[src/rtl/cache_pkg.sv]
// Shared types and sizing for the DAWG-partitioned cache tag controller.
// Optional stats build: define CACHE_TAG_CTRL_STATS_EN.
package cache_pkg;

  localparam int WAY_NUM     = 4;
  localparam int INDEX_W     = 10;
  localparam int TAG_W       = 18;
  localparam int DOMAIN_NUM  = 4;
  localparam int DOM_W       = $clog2(DOMAIN_NUM);
  localparam int WAY_W       = $clog2(WAY_NUM);
  localparam int CACHE_LINES = 2**INDEX_W;

  typedef struct packed {
    logic             valid;
    logic             dirty;
    logic [TAG_W-1:0] tag;
  } cache_tag_type;

  typedef enum logic [2:0] {
    IDLE,
    LOOKUP,
    HIT_WR,
    WB,
    FILL,
    TAG_WR,
    RESP
  } tag_ctrl_state_e;

endpackage

[src/rtl/cache_tag_ctrl_if.sv]
// Core-side request/response handshake of the cache tag controller.
// master = requesting core, slave = tag controller.
interface cache_tag_ctrl_if;
  import cache_pkg::*;

  logic               req_valid;
  logic               req_ready;
  logic               req_rw;
  logic [INDEX_W-1:0] req_index;
  logic [TAG_W-1:0]   req_tag;
  logic [DOM_W-1:0]   req_domain;
  logic               resp_valid;
  logic               resp_ready;
  logic               resp_hit;
  logic [WAY_W-1:0]   resp_way;
  logic               resp_err;

  modport master (
    output req_valid, req_rw, req_index,
    output req_tag, req_domain, resp_ready,
    input  req_ready, resp_valid, resp_hit,
    input  resp_way, resp_err
  );

  modport slave (
    input  req_valid, req_rw, req_index,
    input  req_tag, req_domain, resp_ready,
    output req_ready, resp_valid, resp_hit,
    output resp_way, resp_err
  );

endinterface

[src/rtl/cache_victim_sel.sv]
// Miss victim choice: lowest free way in the domain mask,
// else the first masked way at or after the round-robin pointer.
module cache_victim_sel
  import cache_pkg::*;
(
  input  logic [WAY_NUM-1:0] valid_vec,
  input  logic [WAY_NUM-1:0] mask,
  input  logic [WAY_W-1:0]   ptr,
  output logic [WAY_W-1:0]   victim,
  output logic [WAY_W-1:0]   next_ptr,
  output logic               use_rr
);

  logic [WAY_NUM-1:0] free;
  logic               found_free;
  logic [WAY_W-1:0]   free_way;
  logic [WAY_W-1:0]   rr_way;
  logic [WAY_W-1:0]   idx;

  always_comb begin
    free       = ~valid_vec & mask;
    found_free = 1'b0;
    free_way   = '0;
    rr_way     = ptr;
    idx        = '0;
    for (int i = WAY_NUM-1; i >= 0; i--) begin
      if (free[i]) begin
        free_way   = WAY_W'(i);
        found_free = 1'b1;
      end
    end
    // Way index wraps naturally at WAY_W bits.
    for (int i = WAY_NUM-1; i >= 0; i--) begin
      idx = ptr + WAY_W'(i);
      if (mask[idx]) rr_way = idx;
    end
    use_rr   = !found_free;
    victim   = found_free ? free_way : rr_way;
    next_ptr = rr_way + WAY_W'(1);
  end

endmodule

[src/rtl/cache_tag_ctrl.sv]
// Tag sequencer for the domain-partitioned set-associative cache.
// Define CACHE_TAG_CTRL_STATS_EN to add hit/miss/writeback counters.
module cache_tag_ctrl
  import cache_pkg::*;
(
  input  logic                        clk,
  input  logic                        rst,
  cache_tag_ctrl_if.slave             bus,
  output logic                        wb_valid,
  input  logic                        wb_ready,
  output logic [TAG_W-1:0]            wb_tag,
  output logic                        fill_valid,
  input  logic                        fill_done,
  output logic [INDEX_W-1:0]          tag_index,
  output logic [WAY_W-1:0]            tag_way,
  output logic                        tag_req_we,
  output cache_tag_type               tag_write,
  input  cache_tag_type [WAY_NUM-1:0] tag_read,
  input  logic                        cfg_we,
  input  logic [DOM_W-1:0]            cfg_domain,
  input  logic [WAY_NUM-1:0]          cfg_mask
`ifdef CACHE_TAG_CTRL_STATS_EN
  ,
  output logic [31:0]                 stat_hits,
  output logic [31:0]                 stat_misses,
  output logic [31:0]                 stat_wbs
`endif
);

  tag_ctrl_state_e    state;
  logic               lat_rw;
  logic [INDEX_W-1:0] lat_index;
  logic [TAG_W-1:0]   lat_tag;
  logic [DOM_W-1:0]   lat_dom;
  logic [WAY_NUM-1:0] lat_mask;
  logic [WAY_W-1:0]   vic_way;
  logic [WAY_NUM-1:0] dom_mask [DOMAIN_NUM];
  logic [WAY_W-1:0]   rr_ptr   [DOMAIN_NUM];

  logic               hit;
  logic               hit_dirty;
  logic [WAY_W-1:0]   hit_way;
  logic [WAY_NUM-1:0] valid_vec;
  logic [WAY_W-1:0]   victim;
  logic [WAY_W-1:0]   next_ptr;
  logic               use_rr;

  assign tag_index = (state == IDLE) ? bus.req_index : lat_index;

  // Only ways in the latched mask may hit: no cross-domain leak.
  always_comb begin
    hit       = 1'b0;
    hit_dirty = 1'b0;
    hit_way   = '0;
    valid_vec = '0;
    for (int i = WAY_NUM-1; i >= 0; i--) begin
      valid_vec[i] = tag_read[i].valid;
      if (tag_read[i].valid && lat_mask[i] &&
          tag_read[i].tag == lat_tag) begin
        hit       = 1'b1;
        hit_dirty = tag_read[i].dirty;
        hit_way   = WAY_W'(i);
      end
    end
  end

  cache_victim_sel u_vsel (
    .valid_vec (valid_vec),
    .mask      (lat_mask),
    .ptr       (rr_ptr[lat_dom]),
    .victim    (victim),
    .next_ptr  (next_ptr),
    .use_rr    (use_rr)
  );

  always_ff @(posedge clk) begin
    if (rst) begin
      state          <= IDLE;
      bus.req_ready  <= 1'b1;
      bus.resp_valid <= 1'b0;
      bus.resp_hit   <= 1'b0;
      bus.resp_way   <= '0;
      bus.resp_err   <= 1'b0;
      wb_valid       <= 1'b0;
      wb_tag         <= '0;
      fill_valid     <= 1'b0;
      tag_way        <= '0;
      tag_req_we     <= 1'b0;
      tag_write      <= '0;
      lat_rw         <= 1'b0;
      lat_index      <= '0;
      lat_tag        <= '0;
      lat_dom        <= '0;
      lat_mask       <= '0;
      vic_way        <= '0;
      for (int d = 0; d < DOMAIN_NUM; d++) begin
        dom_mask[d] <= {WAY_NUM{d == 0}};
        rr_ptr[d]   <= '0;
      end
    end else begin
      if (cfg_we) dom_mask[cfg_domain] <= cfg_mask;
      unique case (state)
        IDLE: begin
          if (bus.req_valid) begin
            lat_rw        <= bus.req_rw;
            lat_index     <= bus.req_index;
            lat_tag       <= bus.req_tag;
            lat_dom       <= bus.req_domain;
            lat_mask      <= dom_mask[bus.req_domain];
            bus.req_ready <= 1'b0;
            state         <= LOOKUP;
          end
        end
        LOOKUP: begin
          if (lat_mask == '0) begin
            bus.resp_err   <= 1'b1;
            bus.resp_hit   <= 1'b0;
            bus.resp_way   <= '0;
            bus.resp_valid <= 1'b1;
            state          <= RESP;
          end else if (hit) begin
            bus.resp_err <= 1'b0;
            bus.resp_hit <= 1'b1;
            bus.resp_way <= hit_way;
            if (lat_rw && !hit_dirty) begin
              tag_req_we <= 1'b1;
              tag_way    <= hit_way;
              tag_write  <= '{valid: 1'b1, dirty: 1'b1, tag: lat_tag};
              state      <= HIT_WR;
            end else begin
              bus.resp_valid <= 1'b1;
              state          <= RESP;
            end
          end else begin
            bus.resp_err <= 1'b0;
            bus.resp_hit <= 1'b0;
            bus.resp_way <= victim;
            vic_way      <= victim;
            if (use_rr) rr_ptr[lat_dom] <= next_ptr;
            if (tag_read[victim].valid && tag_read[victim].dirty) begin
              wb_valid <= 1'b1;
              wb_tag   <= tag_read[victim].tag;
              state    <= WB;
            end else begin
              fill_valid <= 1'b1;
              state      <= FILL;
            end
          end
        end
        HIT_WR: begin
          tag_req_we     <= 1'b0;
          bus.resp_valid <= 1'b1;
          state          <= RESP;
        end
        WB: begin
          if (wb_ready) begin
            wb_valid   <= 1'b0;
            fill_valid <= 1'b1;
            state      <= FILL;
          end
        end
        FILL: begin
          if (fill_done) begin
            fill_valid <= 1'b0;
            tag_req_we <= 1'b1;
            tag_way    <= vic_way;
            tag_write  <= '{valid: 1'b1, dirty: lat_rw, tag: lat_tag};
            state      <= TAG_WR;
          end
        end
        TAG_WR: begin
          tag_req_we     <= 1'b0;
          bus.resp_valid <= 1'b1;
          state          <= RESP;
        end
        RESP: begin
          if (bus.resp_ready) begin
            bus.resp_valid <= 1'b0;
            bus.req_ready  <= 1'b1;
            state          <= IDLE;
          end
        end
        default: state <= IDLE;
      endcase
    end
  end

`ifdef CACHE_TAG_CTRL_STATS_EN
  always_ff @(posedge clk) begin
    if (rst) begin
      stat_hits   <= '0;
      stat_misses <= '0;
      stat_wbs    <= '0;
    end else begin
      if (state == RESP && bus.resp_ready) begin
        if (bus.resp_hit) begin
          if (stat_hits != '1) stat_hits <= stat_hits + 32'd1;
        end else if (!bus.resp_err) begin
          if (stat_misses != '1) stat_misses <= stat_misses + 32'd1;
        end
      end
      if (state == WB && wb_ready && stat_wbs != '1)
        stat_wbs <= stat_wbs + 32'd1;
    end
  end
`endif

endmodule

[src/flat_wrapper.sv]
// flat-port wrapper written by rule: the top's interface ports become plain ports
module cache_tag_ctrl_flat import cache_pkg::*;
  (clk, rst, wb_valid, wb_ready, wb_tag, fill_valid, fill_done, tag_index, tag_way, tag_req_we, tag_write, tag_read, cfg_we, cfg_domain, cfg_mask, bus_req_valid, bus_req_rw, bus_req_index, bus_req_tag, bus_req_domain, bus_resp_ready, bus_req_ready, bus_resp_valid, bus_resp_hit, bus_resp_way, bus_resp_err);
  cache_tag_ctrl_if bus_i ();
  input  logic clk;
  input  logic rst;
  output logic wb_valid;
  input  logic wb_ready;
  output logic [TAG_W-1:0] wb_tag;
  output logic fill_valid;
  input  logic fill_done;
  output logic [INDEX_W-1:0] tag_index;
  output logic [WAY_W-1:0] tag_way;
  output logic tag_req_we;
  output cache_tag_type tag_write;
  input  cache_tag_type [WAY_NUM-1:0] tag_read;
  input  logic cfg_we;
  input  logic [DOM_W-1:0] cfg_domain;
  input  logic [WAY_NUM-1:0] cfg_mask;
  input wire logic [$bits(bus_i.req_valid)-1:0] bus_req_valid;
  input wire logic [$bits(bus_i.req_rw)-1:0] bus_req_rw;
  input wire logic [$bits(bus_i.req_index)-1:0] bus_req_index;
  input wire logic [$bits(bus_i.req_tag)-1:0] bus_req_tag;
  input wire logic [$bits(bus_i.req_domain)-1:0] bus_req_domain;
  input wire logic [$bits(bus_i.resp_ready)-1:0] bus_resp_ready;
  output wire logic [$bits(bus_i.req_ready)-1:0] bus_req_ready;
  output wire logic [$bits(bus_i.resp_valid)-1:0] bus_resp_valid;
  output wire logic [$bits(bus_i.resp_hit)-1:0] bus_resp_hit;
  output wire logic [$bits(bus_i.resp_way)-1:0] bus_resp_way;
  output wire logic [$bits(bus_i.resp_err)-1:0] bus_resp_err;
  assign bus_i.req_valid = bus_req_valid;
  assign bus_i.req_rw = bus_req_rw;
  assign bus_i.req_index = bus_req_index;
  assign bus_i.req_tag = bus_req_tag;
  assign bus_i.req_domain = bus_req_domain;
  assign bus_i.resp_ready = bus_resp_ready;
  assign bus_req_ready = bus_i.req_ready;
  assign bus_resp_valid = bus_i.resp_valid;
  assign bus_resp_hit = bus_i.resp_hit;
  assign bus_resp_way = bus_i.resp_way;
  assign bus_resp_err = bus_i.resp_err;
  cache_tag_ctrl u_core (.clk(clk), .rst(rst), .bus(bus_i), .wb_valid(wb_valid), .wb_ready(wb_ready), .wb_tag(wb_tag), .fill_valid(fill_valid), .fill_done(fill_done), .tag_index(tag_index), .tag_way(tag_way), .tag_req_we(tag_req_we), .tag_write(tag_write), .tag_read(tag_read), .cfg_we(cfg_we), .cfg_domain(cfg_domain), .cfg_mask(cfg_mask));
endmodule
[config.mk]
export PLATFORM = sky130hd
export DESIGN_NAME = cache_tag_ctrl_flat
export DESIGN_NICKNAME = d
export VERILOG_FILES = /design/src/rtl/cache_pkg.sv /design/src/rtl/cache_tag_ctrl_if.sv /design/src/rtl/cache_victim_sel.sv /design/src/rtl/cache_tag_ctrl.sv /design/src/flat_wrapper.sv
export SDC_FILE = /design/constraint.sdc
export NUM_CORES = 1
export LEC_CHECK = 0
export BUFFER_PORTS_ARGS = -buffer_cell sky130_fd_sc_hd__buf_2
export CAP_MARGIN = 20
export CORE_MARGIN = 3
export CORE_UTILIZATION = 24
export DETAILED_ROUTE_END_ITERATION = 7
export PLACE_DENSITY = 0.49
export SETUP_SLACK_MARGIN = 0.1
export SYNTH_ARGS = -nofsm -noshare
export SYNTH_HDL_FRONTEND = slang
export SYNTH_SLANG_ARGS = --single-unit
[constraint.sdc]
create_clock -name clk -period 3.15 [get_ports clk]
set_input_delay 0.1575 -clock clk [delete_from_list [all_inputs] [get_ports clk]]
set_output_delay 0.1575 -clock clk [all_outputs]
set_load 0.1 [all_outputs]
-- Yosys cells after proc, flatten, opt, wreduce, memory -nomap -nowiden
Memory sizes are Yosys's and may differ from the RTL's. A register that Yosys moved wholly into a read port is not among the register bits.
Cells that the tools add are included.
- bitwise gates (word level): 4
- $add $sub $neg: 4
- muxes and demuxes: 103
- $lt $le $gt $ge: 5
- equality and inequality tests: 22
- reductions and logical operators: 32
- operators by type and width (operator ; number):
    20-bit 2-to-1 mux ; 5
    18-bit equality test ; 4
    1-bit 2-to-1 mux ; 51
    2-bit 2-to-1 mux ; 24
    20-bit binary-select mux with 2-bit select ; 1
    20-bit one-hot mux with 2 select lines ; 1
    3-bit 2-to-1 mux ; 8
    3-bit one-hot mux with 6 select lines ; 1
    2-bit by 3-bit less-than comparator with 1-bit output, second input constant ; 5
    5-bit AND reduction ; 3
    2-bit inequality test, second input constant ; 7
    4-bit AND reduction ; 3
    1-bit logical AND ; 10
    10-bit 2-to-1 mux ; 1
    3-bit equality test, second input constant ; 3
    1-bit one-hot mux with 3 select lines ; 3
    3-bit nonzero test ; 3
    1-bit binary-select mux with 2-bit select ; 4
    3-bit by 2-bit equality test with 1-bit output, second input constant ; 2
    2-bit by 1-bit inequality test with 1-bit output, second input constant ; 3
    3-bit AND reduction ; 2
    6-bit AND reduction ; 1
    2-bit nonzero test ; 3
    2-bit by 1-bit adder with 2-bit output, second input constant ; 2
    other kinds (16) ; 20
- memories kept: 2
- memory bits (writable): 24
- flip-flop bits (word level): 85
- bits of input ports: 124
- word-level logic and storage cells: 191
- output and inout bits: 59
- memory list (name ; depth ; width ; read ports ; clocked after Yosys merged registers in ; write ports ; line ; text):
    u_core.dom_mask ; 4 ; 4 ; 1 ; 1 ; 4 ; cache_tag_ctrl.sv:37 ; logic [WAY_NUM-1:0] dom_mask [DOMAIN_NUM];
    u_core.rr_ptr ; 4 ; 2 ; 1 ; 1 ; 4 ; cache_tag_ctrl.sv:38 ; logic [WAY_W-1:0] rr_ptr [DOMAIN_NUM];

-- Longest topological paths before layout
Gate-level depths: netlist of run 1.
- depth in word-level cells: 15
- depth in mapped cells: 11
- depth with buffers taken out: 8

-- Cells and area by module
A second synthesis of run 1 with hierarchy kept.
- cells, all modules: 716
- area, all modules: 6552.5 um2
- by module, submodules not included (module ; area an instance (um2) ; cells an instance ; sequential area each (um2) ; times used):
    cache_tag_ctrl ; 6396.1 ; 689 ; 2542.4 ; 1
    cache_victim_sel ; 156.4 ; 27 ; 0.0 ; 1

-- Worst setup path before layout of run 1
Ideal clock, no wire load.
- path type: reg2reg
- start: register (tool-made name)
- end: register u_core.wb_tag[16]
- period minus slack after synthesis: 2.576 ns
- buffers on the path: 2
- required time: 3.018 ns
- cell stages (with the launch flop): 9
- setup time: 0.132 ns
- setup slack: 0.574 ns
- data arrival time: 2.443 ns
- cells stage by stage: dfxtp_1 > buf_2 > mux4_2 > mux2_4 > o31ai_4 > buf_2 > mux2_2 > o2111ai_1 > a21oi_1
- RTL lines (item ; line ; text):
    to (signal assigned) ; cache_tag_ctrl.sv:142 ; wb_tag <= tag_read[victim].tag;
    to (decl) ; cache_tag_ctrl.sv:11 ; output logic [TAG_W-1:0] wb_tag,

==> summary.txt, run 1 <==
Detailed routing
  • Vias per inst: 4.680
  • Wirelength per Cell: 18.77 µm
  • Vias: 6,323
  • Post-DRT Antenna Nets: 0
  • First DRT Iteration DRCs: 461
  • Routed WL: about 25 mm
  • DR DRC count: 0
  • Detailed Routing Iterations Pass 1: 6

Yosys
  • Synth area leader: dfxtp_1
  • Synth Flop Type: dfxtp_1
  • Top cell type's share of synthesized area: 27.41%
  • Warnings, synthesis: 0
  • Post-synth EDFFs: 24
  • Mapped Nets: between 800 and 900
  • Cells after Synth: 766
  • Synthesized area per cell: 8.675 µm²
  • Post-synthesis sequential area ratio: about two fifths
  • Distinct cells, synth: 52
  • Largest cells by area after synthesis: dfxtp_1, edfxtp_1, nand2_1, mux2i_1, xor2_1
  • Mapped cell area: 6645 µm²
  • Async SR Flop Fraction: 0%
  • Synthesized flop and latch total: roughly 120

Cells and area
  • Area growth syn-to-layout: 33.38%
  • Register area: 2545 µm²
  • Commonest non-fill, non-tap cell in the layout: buf_2
  • Most frequent cells in the layout: buf_2, nand2_1, dfxtp_1
  • Post-route design area: 8864 µm²
  • Layout cell share with drive strength beyond 1: a little under a third
  • Multi-input logic area: roughly 3800 µm²
  • FILL cells: 2,845
  • Nets: 1,088

Pwr
  • Pwr per Cell Area: 715.5 nW/µm²
  • Pwr Total: 0.006342 W
  • Peak VDD IR: 0.6896 mV
  • Leakage Power: around 3.7 nW

Global routing
  • Largest net degree at the start of global routing: 77
  • Vias in the first global route: ~6,000
  • Initial antenna violation count: 1
  • Gr ovfl total: 0
  • GRT Total Usage: 16.84%
  • First-pass GRT wire length: 37.39 mm

Floorplanning
  • Die area: 29,720 µm²
  • IO Pins: 183
  • Die X-Extent: 172.4 µm
  • Core area: 27,100 µm²
  • Die H: 172.4 µm
  • Initial core utilization: about a quarter
  • # rows: 60

Worst setup path
  • Buffer and inverter count on the worst path: 1
  • Critical Path AT: 3.11 ns
  • Worst path cell trace: mux4_2, mux2_4, o31ai_4, buf_12, mux2_2, o2111ai_1, a21oi_1
  • Crit path required time: 3.41 ns
  • Slowest Stage Delay on Critical Path: approximately 0.57 ns
  • Worst setup EP type: register
  • Startpoint types: register
  • Kind of critical path: register to register
  • Crit Path Max Fanout: 38
  • Crit-path leading delay family: multiplexers
  • CP max-delay cell: mux4_2

Timing
  • Final worst path period need: 2.847 ns
  • FMAX: 351.3 MHz
  • Slew margin rel.: 39.14%
  • RSZ-0062 raised after global routing: no
  • Final Cycle Share: 90.37%
  • Fin. Hold Viols: 0
  • Pins Over Slew Limit: 0
  • Setup violations, final: 0
  • Measured slew at the worst slew-check pin: just over 0.9 ns
  • Setup TNS: 0 ns
  • Skew final: 0.01021 ns

Placement
  • Routability cong.: 0.8651
  • Port buffer count: 182
  • Placed Area: 8049 µm²
  • HPWL Detailed: 19.65 mm

Clocking
  • TritonCTS clock tree: done
  • H-tree levels: 4
  • Clock sinks: 115
  • Root buf cell: clkbuf_16
  • Clock latency on the worst-skew pair: 0.42 ns
  • Reg clk slew, reported paths: about 0.07 ns
  • TritonCTS Buffers: 17
  • Clk buf depth: 2

Status
  • Status: completed

Run
  • MaxCap Viol Count: 0

Worst hold path
  • Worst hold path class: primary input to register
[worst paths after layout]
path         slack (ns)  depth (start not counted)                 from                  end
max                0.30                          7             register     u_core.wb_tag[3]
min                0.01                          3      bus_req_tag[11]   u_core.lat_tag[11]
max reg2reg        0.30                          7             register     u_core.wb_tag[3]
min reg2reg        0.45                          2  u_core.tag_write[3]  u_core.tag_write[3]
[registers in the layout (all words and copies together), names as in the netlist, 3 cells and up, named ones only]
signal            flops
u_core.lat_index     10
u_core.state          3
u_core.wb_tag        18
u_core.tag_write     20
u_core.rr_ptr         8
u_core.lat_mask       4
u_core.dom_mask      16
u_core.lat_tag       18
[worst reg2reg max path, stage by stage, from the launching register on]
cell and delay, ns:
dfxtp_2 0.40, mux4_2 0.57, mux2_4 0.34, o31ai_4 0.37, buf_12 0.30, mux2_2 0.41
o2111ai_1 0.21, a21oi_1 0.09
[what timing repair did]
item                       in CTS  in global routing
buffers inserted                0                  0
hold endpoints to repair       20                  0
setup endpoints to repair       0                 33
resized for setup               0                  4
hold buffers                   20                  0
[metal layers]
| layer | global-route usage [%] | share of wire [%] |
|---|---|---|
| met1 | 23.43 | 46 |
| met2 | 26.22 | 46 |
| met3 | 4.870 | 8.2 |
| met4 | 3.124 | 0.60 |
| met5 | 0 | 0 |
[final cells by class]
cell class / instances / area share [%]
multi-input cells: 576 / 42.55
flip-flops and latches: 115 / 28.71
clock inverters: 15 / 1.920
diodes: 2 / 0.05647
repair buffers: 242 / 16.21
clock buffers: 17 / 4.800
inverters: 12 / 0.5082
well taps: 372 / 5.251
[cell usage after synthesis (18+ instances only)]
master / n
a21oi_1: 70
buf_2: 20
clkbuf_1: 35
dfxtp_1: 91
edfxtp_1: 24
mux2_2: 31
mux2i_1: 43
nand2_1: 162
nor2_1: 20
o2111ai_1: 18
o21ai_0: 23
xnor2_1: 31
xor2_1: 42
[through the flow]
stage                     util, %  std cells  hold slack [ns]  setup WS (ns)
after global routing        32.70       1350         0.006779         0.1494
after floorplan                 -        766           0.2935         0.5743
final                       32.71       1351          0.01497         0.3032
after global placement      29.70       1297           0.4047         0.2547
after detailed placement    29.70       1297           0.4104         0.2235
after CTS                   32.64       1349        0.0003290         0.2222
[kinds of logic (layout without fill, tap and decap cells)]
kind of cell	count (synthesis)	in the layout	share of synthesized area, %
other	0	2	0
buffers and inverters	75	286	5.235
AOI/OAI and AO/OA	143	143	13.39
muxes	84	84	14.55
and+or+nand+nor	276	276	18.94
xor gates and xnor gates	73	73	9.621
DFF	115	115	38.26
[power breakdown]
part           switching, W  internal, W
sequential         0.000134      0.00165
clock              0.000798      0.00119
combinational       0.00175     0.000832
total               0.00268      0.00367
Note: power is estimated with default switching activity, not from simulation.
==> run 2, diff against run 1 <==
ABC_CLOCK_PERIOD_IN_PS = 3150   (was not set)
BUFFER_PORTS_ARGS = not set   (was -buffer_cell sky130_fd_sc_hd__buf_2)
DONT_BUFFER_PORTS = 1   (was not set)
PLACE_DENSITY = 0.43   (was 0.49)
==> summary.txt, run 2 (synthesized netlist as in run 1, its figures left out) <==
Floorplanning
  • # rows: 60
  • Initial core utilization: 24.52%
  • Die H: 172.4 µm
  • Core area: 27,100 µm²
  • Die X-Extent: 172.4 µm
  • IO Pins: 183
  • Die area: 29,720 µm²

Placement
  • Routability cong.: around 0.89
  • Placed Area: 7406 µm²
  • Dpl ws: 0.2532 ns
  • HPWL Detailed: about 19 mm
  • Port buffer count: 0

Timing
  • Slew margin rel.: 28.55%
  • Final Cycle Share: 92.26%
  • Fin. Hold Viols: 0
  • Final worst path period need: 2.906 ns
  • Setup TNS: 0 ns
  • Setup violations, final: 0
  • Pins Over Slew Limit: 0
  • FMAX: 344.1 MHz
  • Skew final: 0.01188 ns
  • Measured slew at the worst slew-check pin: 1.070 ns
  • RSZ-0062 raised after global routing: no
  • Hold slack: between 0.02 and 0.025 ns
  • Setup ws final: 0.2438 ns

Cells and area
  • Layout cell share with drive strength beyond 1: 18.35%
  • Post-route design area: 8459 µm²
  • Most frequent cells in the layout: nand2_1, dfxtp_1, buf_4
  • Commonest non-fill, non-tap cell in the layout: nand2_1
  • Largest registers: u_core.tag_write x20, u_core.lat_tag x18, u_core.wb_tag x18
  • Biggest register: u_core.tag_write
  • Area growth syn-to-layout: 27.30%
  • FILL cells: ~2,900
  • Fin util: 31.21%
  • Max FFs per register: 20
  • Nets: roughly 960
  • Number of diodes: 0

Worst setup path
  • CP max-delay cell: mux4_2
  • Worst setup EP type: register
  • Slowest Stage Delay on Critical Path: 0.60 ns
  • R2R cell count: 7
  • R2r setup slk: 0.24 ns
  • Buffer and inverter count on the worst path: 1
  • Kind of critical path: register to register
  • Startpoint types: register
  • Crit-path leading delay family: multiplexers
  • Critical Path AT: 3.20 ns
  • CP Capture Point: u_core.wb_tag[12]
  • Worst path cell trace: mux4_2, mux2_4, o31ai_4, buf_12, mux2_2, o2111ai_1, a21oi_1
  • Crit Path Max Fanout: 38
  • Reg2reg end: u_core.wb_tag[12]
  • Crit path depth: 7
  • Crit path required time: 3.44 ns

Clocking
  • Clock latency on the worst-skew pair: 0.42 ns
  • Root buf cell: clkbuf_16
  • H-tree levels: 4
  • Reg clk slew, reported paths: 0.06 ns
  • Setup bufs post-CTS: 0
  • Clk buf depth: 2
  • TritonCTS clock tree: done
  • Clock sinks: 115
  • TritonCTS Buffers: 17

Pwr
  • Peak VDD IR: 0.4162 mV
  • Leakage Power: approximately 3.2 nW
  • Pwr per Cell Area: 748.9 nW/µm²

Detailed routing
  • Routed WL: 25.47 mm
  • Vias per inst: 4.762
  • Vias: between 5,000 and 6,000
  • Wirelength per Cell: about 21 µm
  • Post-DRT Antenna Nets: 0
  • Detailed Routing Iterations Pass 1: 5
  • DR DRC count: 0
  • First DRT Iteration DRCs: 356

Global routing
  • GRT Total Usage: 16.84%
  • Vias in the first global route: 5,864
  • Gr ovfl total: 0
  • Largest net degree at the start of global routing: 72
  • First-pass GRT wire length: 37.04 mm
  • Initial antenna violation count: 1

Run
  • MaxCap Viol Count: 0

Worst hold path
  • Worst hold path class: primary input to register

Status
  • Status: completed
==> run 2: per-stage QoR <==
stage	instances	total power (W)
floorplan	766	0.003665
global placement	1149	0.004220
detailed placement	1149	0.004214
CTS	1222	0.006358
global route	1222	0.006620
finish	1222	0.006335
==> run 2: worst register-to-register path: stages (launching register included) <==
cell and delay, ns:
dfxtp_1 0.47, mux4_2 0.60, mux2_4 0.34, o31ai_4 0.34
buf_12 0.29, mux2_2 0.44, o2111ai_1 0.21, a21oi_1 0.09
==> run 2: how the worst min path moves through the flow <==
stage,startpoint,end,depth (start not counted)
2_1_floorplan,bus_req_index[0],u_core.lat_index[0],2
3_3_place_gp,rst,u_core.lat_index[5],1
3_5_place_dp,rst,u_core.lat_index[1],1
4_1_cts,bus_req_tag[12],u_core.lat_tag[12],2
5_1_grt,bus_req_tag[12],u_core.lat_tag[12],2
6_report,bus_req_tag[12],u_core.lat_tag[12],2
==> run 2: final cells by class <==
type	count	area, µm²	area share (%)
Clock buffer	17	425.4	5.029
Clock inverter	15	195.2	2.307
Inverter	12	45.04	0.5325
Multi-Input combinational cell	576	3765	44.51
Sequential cell	115	2542	30.05
Tap cell	372	465.4	5.502
Timing Repair Buffer	115	1021	12.07
==> run 2: what timing repair did <==
item / 4_1_cts / 5_1_grt
endpoints found under the setup margin: 0 / 20
gates resized for setup: 0 / 1
endpoints found under the hold margin: 89 / 0
hold buffers: 41 / 0
==> run 2: routing by layer <==
layer | up-vias | global-route usage (%) | routed length (µm)
li1 | 2819 | - | -
met4 | 2 | 4.408 | 430
met5 | - | 0 | 13
met3 | 25 | 6.882 | 2534
met2 | 206 | 25.75 | 11360
met1 | 2767 | 22.06 | 11130
==> run 2: power by group <==
| part | switching [W] | internal [W] |
|---|---|---|
| combinational | 0.00158 | 0.000796 |
| clock | 0.000801 | 0.00127 |
| sequential | 0.000247 | 0.00165 |
